## src/rtl/port_result_collector_if.sv

```systemverilog
// port_result_collector_if: controller command/result and checker event bundle for one test port.
// Adds res_len_min/res_len_max when PORT_RESULT_COLLECTOR_MINMAX_EN is defined.
interface port_result_collector_if #(
    parameter int FRAME_CNT_WIDTH = 48,
    parameter int BYTE_CNT_WIDTH  = 64,
    parameter int ERR_CNT_WIDTH   = 32,
    parameter int LEN_WIDTH       = 16,
    parameter int DRAIN_WIDTH     = 16
);
    logic                       start;
    logic                       stop;
    logic [DRAIN_WIDTH-1:0]     cfg_drain_cycles;
    logic                       ev_valid;
    logic [LEN_WIDTH-1:0]       ev_len;
    logic                       ev_bad;
    logic                       ready;
    logic                       res_valid;
    logic [FRAME_CNT_WIDTH-1:0] res_frames;
    logic [FRAME_CNT_WIDTH-1:0] res_good;
    logic [BYTE_CNT_WIDTH-1:0]  res_bytes;
    logic [ERR_CNT_WIDTH-1:0]   res_errors;
`ifdef PORT_RESULT_COLLECTOR_MINMAX_EN
    logic [LEN_WIDTH-1:0]       res_len_min;
    logic [LEN_WIDTH-1:0]       res_len_max;

    modport master (
        output start, stop, cfg_drain_cycles, ev_valid, ev_len, ev_bad,
        input  ready, res_valid, res_frames, res_good, res_bytes, res_errors, res_len_min, res_len_max
    );
    modport slave (
        input  start, stop, cfg_drain_cycles, ev_valid, ev_len, ev_bad,
        output ready, res_valid, res_frames, res_good, res_bytes, res_errors, res_len_min, res_len_max
    );
`else
    modport master (
        output start, stop, cfg_drain_cycles, ev_valid, ev_len, ev_bad,
        input  ready, res_valid, res_frames, res_good, res_bytes, res_errors
    );
    modport slave (
        input  start, stop, cfg_drain_cycles, ev_valid, ev_len, ev_bad,
        output ready, res_valid, res_frames, res_good, res_bytes, res_errors
    );
`endif
endinterface

```

## src/rtl/port_result_collector.sv

```systemverilog
// port_result_collector: per-port session FSM with saturating frame/byte/error counters and a post-stop drain window.
// Optional min/max frame length tracking under PORT_RESULT_COLLECTOR_MINMAX_EN.
module port_result_collector #(
    parameter int FRAME_CNT_WIDTH = 48,
    parameter int BYTE_CNT_WIDTH  = 64,
    parameter int ERR_CNT_WIDTH   = 32,
    parameter int LEN_WIDTH       = 16,
    parameter int DRAIN_WIDTH     = 16
) (
    input logic                    clk,
    input logic                    rst_n,
    port_result_collector_if.slave bus
);
    localparam logic [1:0] IDLE    = 2'd0;
    localparam logic [1:0] RUNNING = 2'd1;
    localparam logic [1:0] DRAIN   = 2'd2;
    localparam logic [1:0] DONE    = 2'd3;

    logic [1:0]                 state, state_nx;
    logic [DRAIN_WIDTH-1:0]     drain_cnt;
    logic                       ready, res_valid;
    logic [FRAME_CNT_WIDTH-1:0] frames, good;
    logic [BYTE_CNT_WIDTH-1:0]  bytes;
    logic [ERR_CNT_WIDTH-1:0]   errors;
    logic [BYTE_CNT_WIDTH:0]    bytes_sum;
    logic                       launch, halt, count;

    // start only launches from a resting state; in RUNNING a coincident stop takes priority
    assign launch    = bus.start && (state == IDLE || state == DONE);
    assign halt      = bus.stop && state == RUNNING;
    assign count     = bus.ev_valid && (state == RUNNING || state == DRAIN);
    assign bytes_sum = {1'b0, bytes} + (BYTE_CNT_WIDTH+1)'(bus.ev_len);
    assign state_nx  = launch ? RUNNING :
                       halt ? DRAIN :
                       (state == DRAIN && drain_cnt == '0) ? DONE : state;

    always_ff @(posedge clk or negedge rst_n) begin
        if (!rst_n) begin
            state     <= IDLE;
            drain_cnt <= '0;
            ready     <= 1'b1;
            res_valid <= 1'b0;
        end else begin
            state     <= state_nx;
            ready     <= state_nx == IDLE || state_nx == DONE;
            res_valid <= state_nx == DONE;
            if (halt)
                drain_cnt <= bus.cfg_drain_cycles;
            else if (state == DRAIN && drain_cnt != '0)
                drain_cnt <= drain_cnt - DRAIN_WIDTH'(1);
        end
    end

    always_ff @(posedge clk or negedge rst_n) begin
        if (!rst_n) begin
            frames <= '0;
            good   <= '0;
            bytes  <= '0;
            errors <= '0;
        end else if (launch) begin
            frames <= '0;
            good   <= '0;
            bytes  <= '0;
            errors <= '0;
        end else if (count) begin
            frames <= &frames ? frames : frames + FRAME_CNT_WIDTH'(1);
            good   <= (bus.ev_bad || &good) ? good : good + FRAME_CNT_WIDTH'(1);
            errors <= (!bus.ev_bad || &errors) ? errors : errors + ERR_CNT_WIDTH'(1);
            bytes  <= bytes_sum[BYTE_CNT_WIDTH] ? '1 : bytes_sum[BYTE_CNT_WIDTH-1:0];
        end
    end

    assign bus.ready      = ready;
    assign bus.res_valid  = res_valid;
    assign bus.res_frames = frames;
    assign bus.res_good   = good;
    assign bus.res_bytes  = bytes;
    assign bus.res_errors = errors;

`ifdef PORT_RESULT_COLLECTOR_MINMAX_EN
    logic [LEN_WIDTH-1:0] len_min, len_max;

    // min starts at all-ones so the first counted frame always replaces it
    always_ff @(posedge clk or negedge rst_n) begin
        if (!rst_n) begin
            len_min <= '0;
            len_max <= '0;
        end else if (launch) begin
            len_min <= '1;
            len_max <= '0;
        end else if (count) begin
            len_min <= bus.ev_len < len_min ? bus.ev_len : len_min;
            len_max <= bus.ev_len > len_max ? bus.ev_len : len_max;
        end
    end

    assign bus.res_len_min = len_min;
    assign bus.res_len_max = len_max;
`endif
endmodule

```

## src/flat_wrapper.sv

```systemverilog
// flat-port wrapper written by rule: the top's interface ports become plain ports
module port_result_collector_flat 
#(
    parameter int FRAME_CNT_WIDTH = 48,
    parameter int BYTE_CNT_WIDTH  = 64,
    parameter int ERR_CNT_WIDTH   = 32,
    parameter int LEN_WIDTH       = 16,
    parameter int DRAIN_WIDTH     = 16
)
  (clk, rst_n, bus_start, bus_stop, bus_cfg_drain_cycles, bus_ev_valid, bus_ev_len, bus_ev_bad, bus_ready, bus_res_valid, bus_res_frames, bus_res_good, bus_res_bytes, bus_res_errors);
  port_result_collector_if #(.FRAME_CNT_WIDTH(FRAME_CNT_WIDTH), .BYTE_CNT_WIDTH(BYTE_CNT_WIDTH), .ERR_CNT_WIDTH(ERR_CNT_WIDTH), .LEN_WIDTH(LEN_WIDTH), .DRAIN_WIDTH(DRAIN_WIDTH)) bus_i ();
  input logic clk;
  input logic rst_n;
  input wire logic [$bits(bus_i.start)-1:0] bus_start;
  input wire logic [$bits(bus_i.stop)-1:0] bus_stop;
  input wire logic [$bits(bus_i.cfg_drain_cycles)-1:0] bus_cfg_drain_cycles;
  input wire logic [$bits(bus_i.ev_valid)-1:0] bus_ev_valid;
  input wire logic [$bits(bus_i.ev_len)-1:0] bus_ev_len;
  input wire logic [$bits(bus_i.ev_bad)-1:0] bus_ev_bad;
  output wire logic [$bits(bus_i.ready)-1:0] bus_ready;
  output wire logic [$bits(bus_i.res_valid)-1:0] bus_res_valid;
  output wire logic [$bits(bus_i.res_frames)-1:0] bus_res_frames;
  output wire logic [$bits(bus_i.res_good)-1:0] bus_res_good;
  output wire logic [$bits(bus_i.res_bytes)-1:0] bus_res_bytes;
  output wire logic [$bits(bus_i.res_errors)-1:0] bus_res_errors;
  assign bus_i.start = bus_start;
  assign bus_i.stop = bus_stop;
  assign bus_i.cfg_drain_cycles = bus_cfg_drain_cycles;
  assign bus_i.ev_valid = bus_ev_valid;
  assign bus_i.ev_len = bus_ev_len;
  assign bus_i.ev_bad = bus_ev_bad;
  assign bus_ready = bus_i.ready;
  assign bus_res_valid = bus_i.res_valid;
  assign bus_res_frames = bus_i.res_frames;
  assign bus_res_good = bus_i.res_good;
  assign bus_res_bytes = bus_i.res_bytes;
  assign bus_res_errors = bus_i.res_errors;
  port_result_collector #(.FRAME_CNT_WIDTH(FRAME_CNT_WIDTH), .BYTE_CNT_WIDTH(BYTE_CNT_WIDTH), .ERR_CNT_WIDTH(ERR_CNT_WIDTH), .LEN_WIDTH(LEN_WIDTH), .DRAIN_WIDTH(DRAIN_WIDTH)) u_core (.clk(clk), .rst_n(rst_n), .bus(bus_i));
endmodule
```

## config.mk

```make
export PLATFORM = sky130hd
export DESIGN_NAME = port_result_collector_flat
export DESIGN_NICKNAME = d
export VERILOG_FILES = /design/src/rtl/port_result_collector_if.sv /design/src/rtl/port_result_collector.sv /design/src/flat_wrapper.sv
export SDC_FILE = /design/constraint.sdc
export NUM_CORES = 1
export LEC_CHECK = 0
export BUFFER_PORTS_ARGS = -buffer_cell sky130_fd_sc_hd__buf_4
export CAP_MARGIN = 10
export CORE_MARGIN = 2
export CORE_UTILIZATION = 40
export DETAILED_ROUTE_END_ITERATION = 16
export GPL_TIMING_DRIVEN = 1
export SYNTH_ARGS = -nofsm -noshare
export SYNTH_HDL_FRONTEND = slang
export SYNTH_SLANG_ARGS = --single-unit
```

## constraint.sdc

```tcl
create_clock -name clk -period 4.05 [get_ports clk]
set_input_delay 0.6075 -clock clk [delete_from_list [all_inputs] [get_ports clk]]
set_output_delay 0.6075 -clock clk [all_outputs]
set_load 0.005 [all_outputs]
```

==> results by stage <==
Run status:
- The flow ran to the end, and the final reports show no timing, DRC or antenna violations.

Cells and area:
- For this run, the post-layout net count is 1618.
- The synthesis-to-layout area growth is 25.74%.
- The repair_antennas step left the layout with diodes totalling 0.
- The fraction of layout cells with a size suffix above 1 is between 20% and 30%.

Floorplanning:
- The initial cell density of the core is around 40%.
- Pin placement for this block handled roughly 230 I/O pins.
- From left edge to right edge, the die measures ~180 um.
- The die covers ~0.031 sq mm.
- The row count is 63.
- The core outline area is 0.02948 sq mm.
- In this run the vertical extent of the chip is roughly 180 um.

Global routing:
- The via count of the first global-routing pass was between 10000 and 15000.
- The initial antenna violation count is 0.
- For this run, the total global-route usage over all layers was measured as 22.74%.
- The sum of overflow across all layers after global routing is 0.
- The pin count of the biggest net entering global routing is 96.
- The first global-routing pass estimated about 58000 um of wire.

Synthesis:
- Yosys mapped a number of flops with a built-in enable equal to 0.
- The most area-hungry cell type in the Yosys netlist is sky130_fd_sc_hd__dfrtp_1.
- The combinational family with the most area after synthesis is simple AND/OR/NAND/NOR gates.
- The share of the Yosys chip area taken by registers is roughly 44%.
- Yosys mapped the design onto between 60 and 70 distinct sky130hd cell types.
- When the netlist entered floorplanning its net count stood at around 1400.
- The cell area that synthesis handed to floorplanning was approximately 0.012 sq mm.
- The number of register bits inferred by synthesis is 212.
- The fraction of the mapped netlist area in compound gates is 13.34%.
- The area share of fa/ha/maj cells after synthesis is between 2 and 3%.
- A synthesized cell averages 8.942 sq um.
- The fraction of post-synthesis cell area in the top cell type by area is 44.23%.
- The number of warnings issued by yosys is 0.
- The most common flop cell mapped by yosys is sky130_fd_sc_hd__dfrtp_1.
- The portion of synthesized area spent on multiplexers is 0.5869%.
- After synthesis, the share of flip-flops with an asynchronous set or reset is between 90% and 100%.
- The share of the synthesized netlist area taken by xor and xnor gates is under 10%.
- In the post-synthesis netlist, the biggest area contributors are sky130_fd_sc_hd__dfrtp_1 44%, sky130_fd_sc_hd__nor2_1 5.8%, sky130_fd_sc_hd__xor2_1 4.9%.
- Summing the areas of all and, or, nand and nor instances in the mapped netlist gives 26.80% of the synthesized area.
- The cell count after synthesis came out at about 1300.

STA:
- In this run the tightest slew margin relative to its limit is 19.79%.
- At the pin with the least slew margin, the transition time is ~1200 ps.
- The achievable frequency is roughly 290 MHz.
- Between clock sinks in the finished design, the worst skew comes to approximately 7.8 ps.
- Setup violations remaining at the end of the flow were counted as 0.
- Setup repair after global routing left no endpoint under its margin.
- The final hold violation count came to 0.
- The worst path uses between 80% and 90% of the clock period.
- After routing, the total negative slack on setup checks comes to 0 ps.
- The max-slew violation count is 0.
- The worst path in the final design needs a cycle of 3482 ps, including I/O delays and setup.

Power:
- Dividing total power by cell area gives a power density of ~440 mW/mm^2.
- The share of total power dissipated in sequential elements is between 30% and 40%.
- The fraction of power consumed by the clock network is approximately 37%.
- The share of total power consumed by net switching is a little under a third.
- The total internal power is roughly 4.5 mW.
- The static leakage power is 6.714 nW.
- The share of power burned in combinational logic is around a quarter.
- The completed layout was analyzed and its total power is 6.536 mW.
- The analysis attributes to net switching a power of 2.032 mW.
- The maximum ir drop on the vdd rail is approximately 250 uV.

Place:
- The quantity of I/O buffers inserted on ports is between 200 and 250.
- The placed wire-length estimate is approximately 25000 um.
- At the end of routability-driven placement, the weighted congestion stood at between 0.9 and 1.

CTS:
- The maximum buffer depth of the clock tree is 3.
- Buffers inserted during clock tree synthesis total 26.
- The count of hold buffers inserted by post-cts repair is 0.
- The insertion delay of the later-clocked pin in the worst-skew pair is around 530 ps.
- The clock transition at the registers of the reported paths is approximately 60 ps.
- CTS built an H-tree with a depth of 1.
- The clock tree from TritonCTS is yes.
- The clock drives 212 sinks.
- Gates resized during post-CTS repair numbered 0.
- The number of buffers inserted by post-CTS setup repair is 0.
- The tree is rooted in a sky130_fd_sc_hd__clkbuf_16.

Routing:
- The remaining routing DRC violations is 0.
- The first detailed-routing pass took 5 iterations.
- The wire length on met1 is around 17000 um.
- The top layer reached by signal wires is met4.
- The total wire length after detailed routing is ~36000 um.
- The wire length on met2 is ~16000 um.
- Summed over all nets, wire length on met3 after detailed routing comes to ~2200 um.
- The routed layout has about 11000 vias.
- The initial detailed-routing violation count is 739.
- The count of nets left with antenna violations once routing finished came out at 0.
- After detailed routing, the number of vias per cell comes to between 5 and 6.
- The average wire per cell in the routed design is 18.33 um.

Setup path:
- The worst-case reg-to-reg path depth is 9.
- The worst stage delay on the critical path is ~480 ps.
- The required time at the endpoint of the critical path is between 4000 and 5000 ps.
- The startpoint type of the worst setup path is a register.
- Of all nets on the critical path, the largest fanout is 7.
- The data arrival time of the critical path is ~3900 ps.
- The critical path start-end classification is reg2reg.
- Walking the worst path, the cells encountered are ha_1 -> fa_1 -> a211oi_1 -> o21ai_0 -> o2111a_1 -> o2111ai_1 -> nand2_1 -> nor2_1 -> a41oi_1.
- The capturing element type of the critical path is a register.
- Among all stages on the critical path, the largest delay is contributed by sky130_fd_sc_hd__o2111ai_1.

Job:
- The tool flagged a number of max-cap violations equal to 0.

Min path:
- The tightest min-delay check is of the in2async type.
metal layers:
metal / vias up / global-route usage, %
li1: 5289 / -
met1: 5375 / 32.41
met2: 329 / 35.60
met3: 66 / 3.802
met4: 0 / 6.543
met5: - / 0
path summary, 6_finish.rpt:
kind	from	end	slack, ps
max	u_core.bus.res_bytes[0]	u_core.bus.res_bytes[52]	570
min	rst_n	u_core.bus.res_bytes[62]	120
max reg2reg	u_core.bus.res_bytes[0]	u_core.bus.res_bytes[52]	570
min reg2reg	u_core.bus.res_bytes[2]	u_core.bus.res_bytes[2]	510
max in group asynchronous	rst_n	u_core.bus.res_frames[42]	3100
min in group clk	bus_cfg_drain_cycles[1]	u_core.drain_cnt[1]	300
cells in the final DEF (no fill, tap or decap), types with 6 or more instances in the layout:
| cell | instances |
|---|---|
| sky130_fd_sc_hd__a211oi_1 | 14 |
| sky130_fd_sc_hd__a21o_1 | 10 |
| sky130_fd_sc_hd__a21oi_1 | 81 |
| sky130_fd_sc_hd__a311oi_1 | 11 |
| sky130_fd_sc_hd__a31oi_1 | 20 |
| sky130_fd_sc_hd__a41oi_1 | 8 |
| sky130_fd_sc_hd__and2_1 | 14 |
| sky130_fd_sc_hd__and3_1 | 39 |
| sky130_fd_sc_hd__and4_1 | 24 |
| sky130_fd_sc_hd__buf_4 | 250 |
| sky130_fd_sc_hd__clkbuf_16 | 27 |
| sky130_fd_sc_hd__clkinv_2 | 6 |
| sky130_fd_sc_hd__dfrtp_1 | 211 |
| sky130_fd_sc_hd__ha_1 | 23 |
| sky130_fd_sc_hd__inv_1 | 24 |
| sky130_fd_sc_hd__mux2i_1 | 7 |
| sky130_fd_sc_hd__nand2_1 | 102 |
| sky130_fd_sc_hd__nand3_1 | 76 |
| sky130_fd_sc_hd__nand4_1 | 56 |
| sky130_fd_sc_hd__nor2_1 | 186 |
| sky130_fd_sc_hd__nor3_1 | 55 |
| sky130_fd_sc_hd__nor4_1 | 19 |
| sky130_fd_sc_hd__o2111ai_1 | 6 |
| sky130_fd_sc_hd__o21a_1 | 9 |
| sky130_fd_sc_hd__o21ai_0 | 50 |
| sky130_fd_sc_hd__or2_2 | 7 |
| sky130_fd_sc_hd__or3_1 | 20 |
| sky130_fd_sc_hd__or4_1 | 7 |
| sky130_fd_sc_hd__xnor2_1 | 62 |
| sky130_fd_sc_hd__xor2_1 | 67 |
cell type report:
cell class	instances	area [sq um]
multi-input cells	1039	6310
clock buffers	36	749.5
fillers	2859	14470
repair buffers	253	1932
flip-flops and latches	212	5306
inverters	24	90.09
clock inverters	11	135.1
well taps	390	488.0
metrics by stage:
| stage | utilization [%] | instances | setup slack (ps) | instance area [sq um] | hold slack (ps) |
|---|---|---|---|---|---|
| global route | 50.92 | 1965 | 328.5 | 15010 | 176.0 |
| floorplan | - | 1335 | 834.4 | 11940 | 311.9 |
| finish | 50.92 | 1965 | 568.4 | 15010 | 118.6 |
| global placement | 47.92 | 1918 | 389.0 | 14130 | 495.4 |
| detailed placement | 47.92 | 1918 | 320.6 | 14130 | 499.8 |
| CTS | 50.92 | 1965 | 611.6 | 15010 | 149.9 |
worst max-delay path: cells and delay by family, from the launching register on:
| kind | cells | cell delay, ps |
|---|---|---|
| AND/OR/NAND/NOR | 2 | 720 |
| flip-flops | 1 | 410 |
| AO/OA/AOI/OAI | 5 | 1530 |
| adder cells (fa/ha/maj) | 2 | 660 |
synthesized netlist by cell type (all sizes together), types with 5 or more instances:
cell type and n:
dfrtp 211, nor2 186, nand2 103, a21oi 81, nand3 76, xor2 67
xnor2 62, clkbuf 58, nand4 56, nor3 55, o21ai 52, and3 39
and4 24, inv 24, ha 23, or3 21, a31oi 20, nor4 20
and2 15, a211oi 14, a311oi 11, a21o 10, or4 10, o21a 9
a41oi 8, or2 8, mux2i 7, o2111ai 6, nand2b 5, nor2b 5
cell families after synthesis:
family / Yosys count
and+or+nand+nor: 633
adders and majority gates: 24
DFF: 212
AOI/OAI and AO/OA: 246
muxes: 7
xor gates and xnor gates: 129
buffers and inverters: 84
registers in the layout, indices dropped and copies added (netlist names):
| name | flops |
|---|---|
| u_core.bus.res_good | 48 |
| u_core.bus.res_errors | 32 |
| u_core.bus.res_frames | 48 |
| u_core.bus.ready | 1 |
| u_core.bus.res_bytes | 64 |
| u_core.drain_cnt | 16 |
| u_core.state | 2 |
| u_core.bus.res_valid | 1 |
power groups by stage:
stage / combinational [mW] / clock [mW] / sequential, mW
finish: 1.56 / 2.41 / 2.57
global route: 1.72 / 2.57 / 2.59
global placement: 1.53 / 0 / 2.59
CTS: 1.56 / 2.48 / 2.56
floorplan: 0.907 / 0 / 2.54
detailed placement: 1.55 / 0 / 2.59
(Power assumes the default switching activity.)
